<file path="src/rtl/lsu.sv">
// Load/store unit: validates one request at a time, issues a single-cycle
// memory access with one-hot size strobes, and returns a registered result or fault.
module lsu #(
  parameter int XLEN      = 32,
  parameter int MEM_BYTES = 4096
) (
  input  logic            clk,
  input  logic            rst_n,
  input  logic            req_valid,
  output logic            req_ready,
  input  logic            req_is_load,
  input  logic            req_is_store,
  input  logic [2:0]      req_funct3,
  input  logic [XLEN-1:0] req_base,
  input  logic [XLEN-1:0] req_offset,
  input  logic [XLEN-1:0] req_store_data,
  input  logic [4:0]      req_rd,
  output logic            mem_enabled,
  output logic            mem_load_enable,
  output logic            mem_store_enable,
  output logic            is_lb,
  output logic            is_lbu,
  output logic            is_lh,
  output logic            is_lhu,
  output logic            is_lw,
  output logic            is_sb,
  output logic            is_sh,
  output logic            is_sw,
  output logic [XLEN-1:0] mem_address,
  output logic [XLEN-1:0] mem_data_in,
  input  logic [XLEN-1:0] mem_data_out,
  output logic            resp_valid,
  output logic [4:0]      resp_rd,
  output logic [XLEN-1:0] resp_data,
  output logic            resp_fault,
  output logic [1:0]      resp_fault_cause
);

  typedef enum logic [2:0] {IDLE, ACCESS, CAPTURE, RESP, FAULT} state_t;

  // Select bit order: lb, lbu, lh, lhu, lw, sb, sh, sw.
  localparam int SEL_LB = 0, SEL_LBU = 1, SEL_LH = 2, SEL_LHU = 3;
  localparam int SEL_LW = 4, SEL_SB = 5, SEL_SH = 6, SEL_SW = 7;

  state_t          state_q, state_d;
  logic [XLEN-1:0] addr_q, addr_d, sdata_q, sdata_d, rdata_q, rdata_d;
  logic [4:0]      rd_q, rd_d, resp_rd_q, resp_rd_d;
  logic [7:0]      sel_q, sel_d;
  logic            load_q, load_d;
  logic [1:0]      cause_q, cause_d;

  logic [XLEN-1:0] eff_addr;
  logic [7:0]      sel_dec;
  logic            is_half, is_word, illegal, misaligned, out_of_range;
  logic [XLEN:0]   span_m1, last_byte;

  assign eff_addr = req_base + req_offset;

  always_comb begin
    sel_dec = '0;
    if (req_is_load && !req_is_store) begin
      case (req_funct3)
        3'b000:  sel_dec[SEL_LB]  = 1'b1;
        3'b001:  sel_dec[SEL_LH]  = 1'b1;
        3'b010:  sel_dec[SEL_LW]  = 1'b1;
        3'b100:  sel_dec[SEL_LBU] = 1'b1;
        3'b101:  sel_dec[SEL_LHU] = 1'b1;
        default: sel_dec = '0;
      endcase
    end else if (req_is_store && !req_is_load) begin
      case (req_funct3)
        3'b000:  sel_dec[SEL_SB] = 1'b1;
        3'b001:  sel_dec[SEL_SH] = 1'b1;
        3'b010:  sel_dec[SEL_SW] = 1'b1;
        default: sel_dec = '0;
      endcase
    end
  end

  assign is_half    = sel_dec[SEL_LH] | sel_dec[SEL_LHU] | sel_dec[SEL_SH];
  assign is_word    = sel_dec[SEL_LW] | sel_dec[SEL_SW];
  assign illegal    = (sel_dec == 8'd0);
  assign misaligned = (is_half & eff_addr[0]) | (is_word & (eff_addr[1:0] != 2'b00));
  // One extra bit so the last touched byte is compared without wrapping.
  assign span_m1      = is_word ? (XLEN+1)'(3) : (is_half ? (XLEN+1)'(1) : '0);
  assign last_byte    = {1'b0, eff_addr} + span_m1;
  assign out_of_range = (last_byte >= (XLEN+1)'(MEM_BYTES));

  always_comb begin
    state_d   = state_q;
    addr_d    = addr_q;
    sdata_d   = sdata_q;
    rdata_d   = rdata_q;
    rd_d      = rd_q;
    resp_rd_d = resp_rd_q;
    sel_d     = sel_q;
    load_d    = load_q;
    cause_d   = cause_q;
    case (state_q)
      IDLE: begin
        if (req_valid) begin
          addr_d  = eff_addr;
          sdata_d = req_store_data;
          rd_d    = req_rd;
          sel_d   = sel_dec;
          load_d  = req_is_load;
          if (illegal || misaligned || out_of_range) begin
            state_d   = FAULT;
            cause_d   = illegal ? 2'd3 : (misaligned ? 2'd1 : 2'd2);
            rdata_d   = '0;
            resp_rd_d = req_rd;
            sel_d     = '0;
          end else begin
            state_d = ACCESS;
          end
        end
      end
      ACCESS: begin
        if (load_q) begin
          state_d = CAPTURE;
        end else begin
          state_d   = RESP;
          rdata_d   = '0;
          resp_rd_d = rd_q;
        end
      end
      CAPTURE: begin
        state_d   = RESP;
        rdata_d   = mem_data_out;
        resp_rd_d = rd_q;
      end
      RESP:    state_d = IDLE;
      FAULT:   state_d = IDLE;
      default: state_d = IDLE;
    endcase
  end

  always_ff @(posedge clk or negedge rst_n) begin
    if (!rst_n) begin
      state_q   <= IDLE;
      addr_q    <= '0;
      sdata_q   <= '0;
      rdata_q   <= '0;
      rd_q      <= '0;
      resp_rd_q <= '0;
      sel_q     <= '0;
      load_q    <= 1'b0;
      cause_q   <= '0;
    end else begin
      state_q   <= state_d;
      addr_q    <= addr_d;
      sdata_q   <= sdata_d;
      rdata_q   <= rdata_d;
      rd_q      <= rd_d;
      resp_rd_q <= resp_rd_d;
      sel_q     <= sel_d;
      load_q    <= load_d;
      cause_q   <= cause_d;
    end
  end

  // Memory port decodes straight from state so reset drops it without a clock.
  logic in_access;
  assign in_access        = (state_q == ACCESS);
  assign req_ready        = (state_q == IDLE);
  assign mem_enabled      = in_access;
  assign mem_load_enable  = in_access & load_q;
  assign mem_store_enable = in_access & ~load_q;
  assign is_lb            = in_access & sel_q[SEL_LB];
  assign is_lbu           = in_access & sel_q[SEL_LBU];
  assign is_lh            = in_access & sel_q[SEL_LH];
  assign is_lhu           = in_access & sel_q[SEL_LHU];
  assign is_lw            = in_access & sel_q[SEL_LW];
  assign is_sb            = in_access & sel_q[SEL_SB];
  assign is_sh            = in_access & sel_q[SEL_SH];
  assign is_sw            = in_access & sel_q[SEL_SW];
  assign mem_address      = in_access ? addr_q : '0;
  assign mem_data_in      = in_access ? sdata_q : '0;

  assign resp_valid       = (state_q == RESP) || (state_q == FAULT);
  assign resp_fault       = (state_q == FAULT);
  assign resp_fault_cause = (state_q == FAULT) ? cause_q : 2'd0;
  assign resp_rd          = resp_rd_q;
  assign resp_data        = rdata_q;

endmodule

</file>
<file path="config.mk">
export PLATFORM = sky130hd
export DESIGN_NAME = lsu
export DESIGN_NICKNAME = d
export VERILOG_FILES = /design/src/rtl/lsu.sv
export SDC_FILE = /design/constraint.sdc
export NUM_CORES = 1
export LEC_CHECK = 0
export CELL_PAD_IN_SITES_DETAIL_PLACEMENT = 1
export CELL_PAD_IN_SITES_GLOBAL_PLACEMENT = 1
export CORE_MARGIN = 1.5
export CORE_UTILIZATION = 31
export CTS_CLUSTER_DIAMETER = 60
export DETAILED_ROUTE_END_ITERATION = 6
export PLACE_DENSITY_LB_ADDON = 0.08
export SETUP_SLACK_MARGIN = 0.05
export SYNTH_ARGS = -nofsm -noshare
export SYNTH_HDL_FRONTEND = slang
export SYNTH_SLANG_ARGS = --single-unit
</file>
<file path="constraint.sdc">
create_clock -name clk -period 2.5 [get_ports clk]
set_clock_uncertainty 0.15 [all_clocks]
set_input_delay 0.5 -clock clk [delete_from_list [all_inputs] [get_ports clk]]
set_output_delay 0.5 -clock clk [all_outputs]
set_load 0.01 [all_outputs]
</file>
==> flow_summary.html <==
<table>
<tr><th>Metric</th><th>Value</th></tr>
<tr><th colspan="2">Worst setup path</th></tr>
<tr><td>Largest fanout on the critical path</td><td>3</td></tr>
<tr><td>CP Data Arrival Time</td><td>4800 ps</td></tr>
<tr><td>Crit path required time</td><td>2680 ps</td></tr>
<tr><td>CP Cell Sequence</td><td>buf_8, nor2b_4, nor2_2, nor3b_2, a21oi_1, o21ai_1, buf_4, ha_4, fa_2, o211a_1, nand4_1, or4b_4, or3_4, or2_4, or4_4, buf_6, o311ai_4, nor4_2, o211a_2, buf_6, buf_4, a31o_2, a31oi_1</td></tr>
<tr><td>Register-to-Register Path Depth</td><td>8</td></tr>
<tr><td>Category of the worst setup path launch point</td><td>input pin</td></tr>
<tr><td>Start-to-end type of the worst setup path</td><td>in2reg</td></tr>
<tr><td>Category of the worst setup path capture point</td><td>flop</td></tr>
<tr><td>Slowest cell on crit path</td><td>sky130_fd_sc_hd__or4b_4</td></tr>
<tr><td>Largest incremental delay on the critical path</td><td>510 ps</td></tr>
<tr><th colspan="2">Layout</th></tr>
<tr><td>Post-route standard cell area excluding fillers</td><td>15600 µm²</td></tr>
<tr><td>Post-route insts no fill</td><td>1936</td></tr>
<tr><td>Area added between synthesis and finish</td><td>83.3%</td></tr>
<tr><td>Utilization after layout</td><td>0.579</td></tr>
<tr><td>Fill cell count</td><td>3079</td></tr>
<tr><td>Share of cells above drive strength 1</td><td>0.432</td></tr>
<tr><td>Net total in the final layout</td><td>1757</td></tr>
<tr><th colspan="2">STA</th></tr>
<tr><td>Post-route fraction of the period consumed by the critical path</td><td>1.85</td></tr>
<tr><td>Worst slew pin tran</td><td>674 ps</td></tr>
<tr><td>RSZ-0062 raised after global routing</td><td>true</td></tr>
<tr><td>Fmax</td><td>216 MHz</td></tr>
<tr><td>Endpoints failing hold</td><td>0</td></tr>
<tr><td>Final count of pins violating max slew</td><td>0</td></tr>
<tr><td>Remaining max-slew budget at the tightest pin</td><td>0.551</td></tr>
<tr><td>Finish-stage setup viols</td><td>61</td></tr>
<tr><td>Final critical path time including I/O delays and setup</td><td>4620 ps</td></tr>
<tr><td>Smallest setup slack after layout</td><td>-2120 ps</td></tr>
<tr><td>Worst hold slack after final layout</td><td>262 ps</td></tr>
<tr><th colspan="2">Power</th></tr>
<tr><td>Maximum VDD drop</td><td>0.408 mV</td></tr>
<tr><td>Leakage power of the design</td><td>7.11 nW</td></tr>
<tr><td>Net Switching</td><td>0.00238 W</td></tr>
<tr><td>Power density over the cells</td><td>478 nW/µm²</td></tr>
<tr><td>Part of the total power dissipated in combinational logic</td><td>0.373</td></tr>
<tr><td>Part of the total power dissipated in the clock network</td><td>0.323</td></tr>
<tr><td>Internal power contribution</td><td>0.00507 W</td></tr>
<tr><td>Switching share of power</td><td>0.319</td></tr>
<tr><td>Fraction of power consumed by sequential logic</td><td>0.303</td></tr>
<tr><td>Design Power</td><td>0.00745 W</td></tr>
<tr><th colspan="2">Global routing</th></tr>
<tr><td>Largest net degree at the start of global routing</td><td>58</td></tr>
<tr><td>Overall overflow remaining after global route</td><td>0</td></tr>
<tr><td>Number of antenna violations at the first check in global routing</td><td>1</td></tr>
<tr><td>Vias in the first global route</td><td>10700</td></tr>
<tr><td>Global-route usage over all layers</td><td>0.249</td></tr>
<tr><td>First-pass GRT wire length</td><td>56700 µm</td></tr>
<tr><th colspan="2">Route</th></tr>
<tr><td>Number of optimization iterations in the first detailed-route pass</td><td>4</td></tr>
<tr><td>Antenna-violating nets left</td><td>0</td></tr>
<tr><td>Routed wirelength normalized by instance count</td><td>18.6 µm</td></tr>
<tr><td>Vias post-DR</td><td>9986</td></tr>
<tr><td>Iteration-0 DRC Markers</td><td>411</td></tr>
<tr><td>Routed wire length</td><td>36100 µm</td></tr>
<tr><td>Via count normalized by instance count</td><td>5.16</td></tr>
<tr><td>DRC violations left</td><td>0</td></tr>
<tr><th colspan="2">Synthesis</th></tr>
<tr><td>Leading post-synthesis cells by instance count</td><td>sky130_fd_sc_hd__nand2_1 (219), sky130_fd_sc_hd__dfrtp_1 (120), sky130_fd_sc_hd__and2_1 (84)</td></tr>
<tr><td>Commonest register cell after synthesis</td><td>sky130_fd_sc_hd__dfrtp_1</td></tr>
<tr><td>Count of yosys warnings during synthesis</td><td>0</td></tr>
<tr><td>Cell accounting for the most synthesized area</td><td>sky130_fd_sc_hd__dfrtp_1</td></tr>
<tr><td>Part of the Yosys area used for sequential elements</td><td>0.353</td></tr>
<tr><td>Number of cells produced by synthesis</td><td>1049</td></tr>
<tr><td>Cells taking the most area after synthesis</td><td>sky130_fd_sc_hd__dfrtp_1 (35%), sky130_fd_sc_hd__nand2_1 (9.7%), sky130_fd_sc_hd__and2_1 (6.2%)</td></tr>
<tr><td>Post-synthesis average cell area</td><td>8.12 µm²</td></tr>
<tr><td>Number of distinct library cells after synthesis</td><td>73</td></tr>
<tr><td>Seq cells post-synth</td><td>120</td></tr>
<tr><td>Post-synthesis instance area</td><td>8510 µm²</td></tr>
<tr><td>Yosys top cell area share</td><td>0.353</td></tr>
<tr><td>Most frequently used cell type in the post-synthesis netlist</td><td>sky130_fd_sc_hd__nand2_1</td></tr>
<tr><td>Syn Nets</td><td>1225</td></tr>
<tr><td>Fraction of synthesis flops using an asynchronous set or reset pin</td><td>1.00</td></tr>
<tr><td>Number of enable-type register cells in the synthesized netlist</td><td>0</td></tr>
<tr><th colspan="2">Clocking</th></tr>
<tr><td>Clock tree from TritonCTS</td><td>built</td></tr>
<tr><td>Number of levels in the clock H-tree</td><td>4</td></tr>
<tr><td>Worst-case clock buffer depth</td><td>2</td></tr>
<tr><td>CTS sink cnt</td><td>120</td></tr>
<tr><td>Total clock buffers created by CTS</td><td>17</td></tr>
<tr><td>Library cell used as clock root buffer</td><td>sky130_fd_sc_hd__clkbuf_16</td></tr>
<tr><td>Clk_lat worst skew</td><td>420 ps</td></tr>
<tr><td>Clock slew seen by the registers of the worst setup and hold paths</td><td>60 ps</td></tr>
<tr><th colspan="2">Floorplan</th></tr>
<tr><td>Horizontal die dimension</td><td>169 µm</td></tr>
<tr><td>Core footprint</td><td>27000 µm²</td></tr>
<tr><td>Die Y</td><td>169 µm</td></tr>
<tr><td>Std cell rows</td><td>60</td></tr>
<tr><td>Initial core utilization</td><td>0.316</td></tr>
<tr><td>Die area</td><td>28500 µm²</td></tr>
<tr><td>I/O Pins</td><td>258</td></tr>
<tr><th colspan="2">Run status</th></tr>
<tr><td>Status</td><td>complete, but fails checks</td></tr>
<tr><td>Failing checks</td><td>setup timing</td></tr>
<tr><th colspan="2">Place</th></tr>
<tr><td>HPWL after detailed placement</td><td>24700 µm</td></tr>
<tr><td>Gp weighted congestion</td><td>0.898</td></tr>
<tr><td>Total instance count after detailed placement</td><td>1831</td></tr>
<tr><td>Post-place instance area</td><td>13400 µm²</td></tr>
<tr><td>Port Buf Inserts</td><td>257</td></tr>
<tr><th colspan="2">Min path</th></tr>
<tr><td>Worst hold path stage count</td><td>4</td></tr>
<tr><td>Class of the tightest hold or removal check</td><td>in2reg</td></tr>
<tr><th colspan="2">Flow run</th></tr>
<tr><td>Max-capacitance violation count</td><td>0</td></tr>
</table>
## path summary, 6_finish.rpt
path / start / end / slack, ps
max in group asynchronous: rst_n / sdata_q[3] / 1130
min in group asynchronous: rst_n / resp_data[12] / 410
setup reg to reg: state_q[1] / resp_data[28] / -20
setup / recovery: req_is_load / resp_rd[2] / -2120
hold reg to reg: addr_q[31] / addr_q[31] / 320
hold / removal: req_is_load / load_q / 260
## worst max-delay path: cells and delay by family
kind | cells | cell delay (ps)
compound gates | 7 | 1180
fa+ha+maj | 2 | 360
buf+inv | 5 | 670
simple gates | 9 | 2070
## layout make-up
class,count,area [µm²],area share
Antenna cell,1,2.50,0.000160
Clock buffer,20,447,0.0286
Clock inverter,12,128,0.00818
Inverter,46,173,0.0111
Multi-Input combinational cell,821,6360,0.408
Sequential cell,120,3000,0.193
Tap cell,341,427,0.0273
Timing Repair Buffer,575,5060,0.324
## stage by stage
stage | worst slack (ps) | setup TNS (ps)
2_1_floorplan | -2230 | -108050
3_3_place_gp | -2950 | -162650
3_5_place_dp | -3130 | -173150
4_1_cts | -2040 | -97660
5_1_grt | -2230 | -112140
6_report | -2120 | -101900
## cells by family after synthesis
logic type      Yosys count  share of synthesized area
simple gates            461                      0.265
compound gates          288                      0.236
flops                   120                      0.353
buf+inv                 108                     0.0519
fa+ha+maj                35                     0.0532
xor+xnor                 23                     0.0237
mux                      14                     0.0170
## power groups by stage
| stage | logic (W) | registers [W] | clock network [W] |
|---|---|---|---|
| 2_1_floorplan | 0.00106 | 0.00225 | 0 |
| 3_3_place_gp | 0.00221 | 0.00228 | 0 |
| 3_5_place_dp | 0.00225 | 0.00229 | 0 |
| 4_1_cts | 0.00260 | 0.00226 | 0.00245 |
| 5_1_grt | 0.00301 | 0.00229 | 0.00253 |
| 6_report | 0.00278 | 0.00226 | 0.00241 |
## state kept, by name, summed over array words and instances (netlist names)
| signal | count |
|---|---|
| addr_q | 32 |
| cause_q | 2 |
| load_q | 1 |
| rd_q | 5 |
| resp_data | 32 |
| resp_rd | 5 |
| sdata_q | 32 |
| sel_q | 8 |
| state_q | 3 |
## what timing repair did
item                       in CTS  in global routing
setup endpoints to repair     153                129
buffers inserted               44                 26
hold endpoints to repair       28                  0
hold buffers                    1                  0
gates cloned                    5                  3
pin swaps                      76                 51
resized for setup             570                194
## layer usage
metal	global-route usage	vias to the layer above	wire length [µm]
met5	0	-	0
met4	0.0811	0	704
met3	0.0339	46	1320
met2	0.466	205	19400
met1	0.291	4939	14700
li1	-	4796	-
## layout by cell type, fill, tap and decap left out, drive strengths merged, types with 7 or more instances in the layout
cell             n
buf            377
nand2          219
dfrtp          120
clkdlybuf4s50  119
o21ai           98
and2            84
clkbuf          60
inv             46
nor2            42
a21oi           37
a22oi           33
ha              33
dlygate4sd2     26
nand4           18
a21o            18
xnor2           16
nand3           15
nor4            15
clkdlybuf4s15   12
o211ai          12
nor3            12
a31oi           11
or3             11
mux2i           10
or2              8
a211oi           8
and4             7
xor2             7
or4              7
Power figures use the tool's default switching activity.
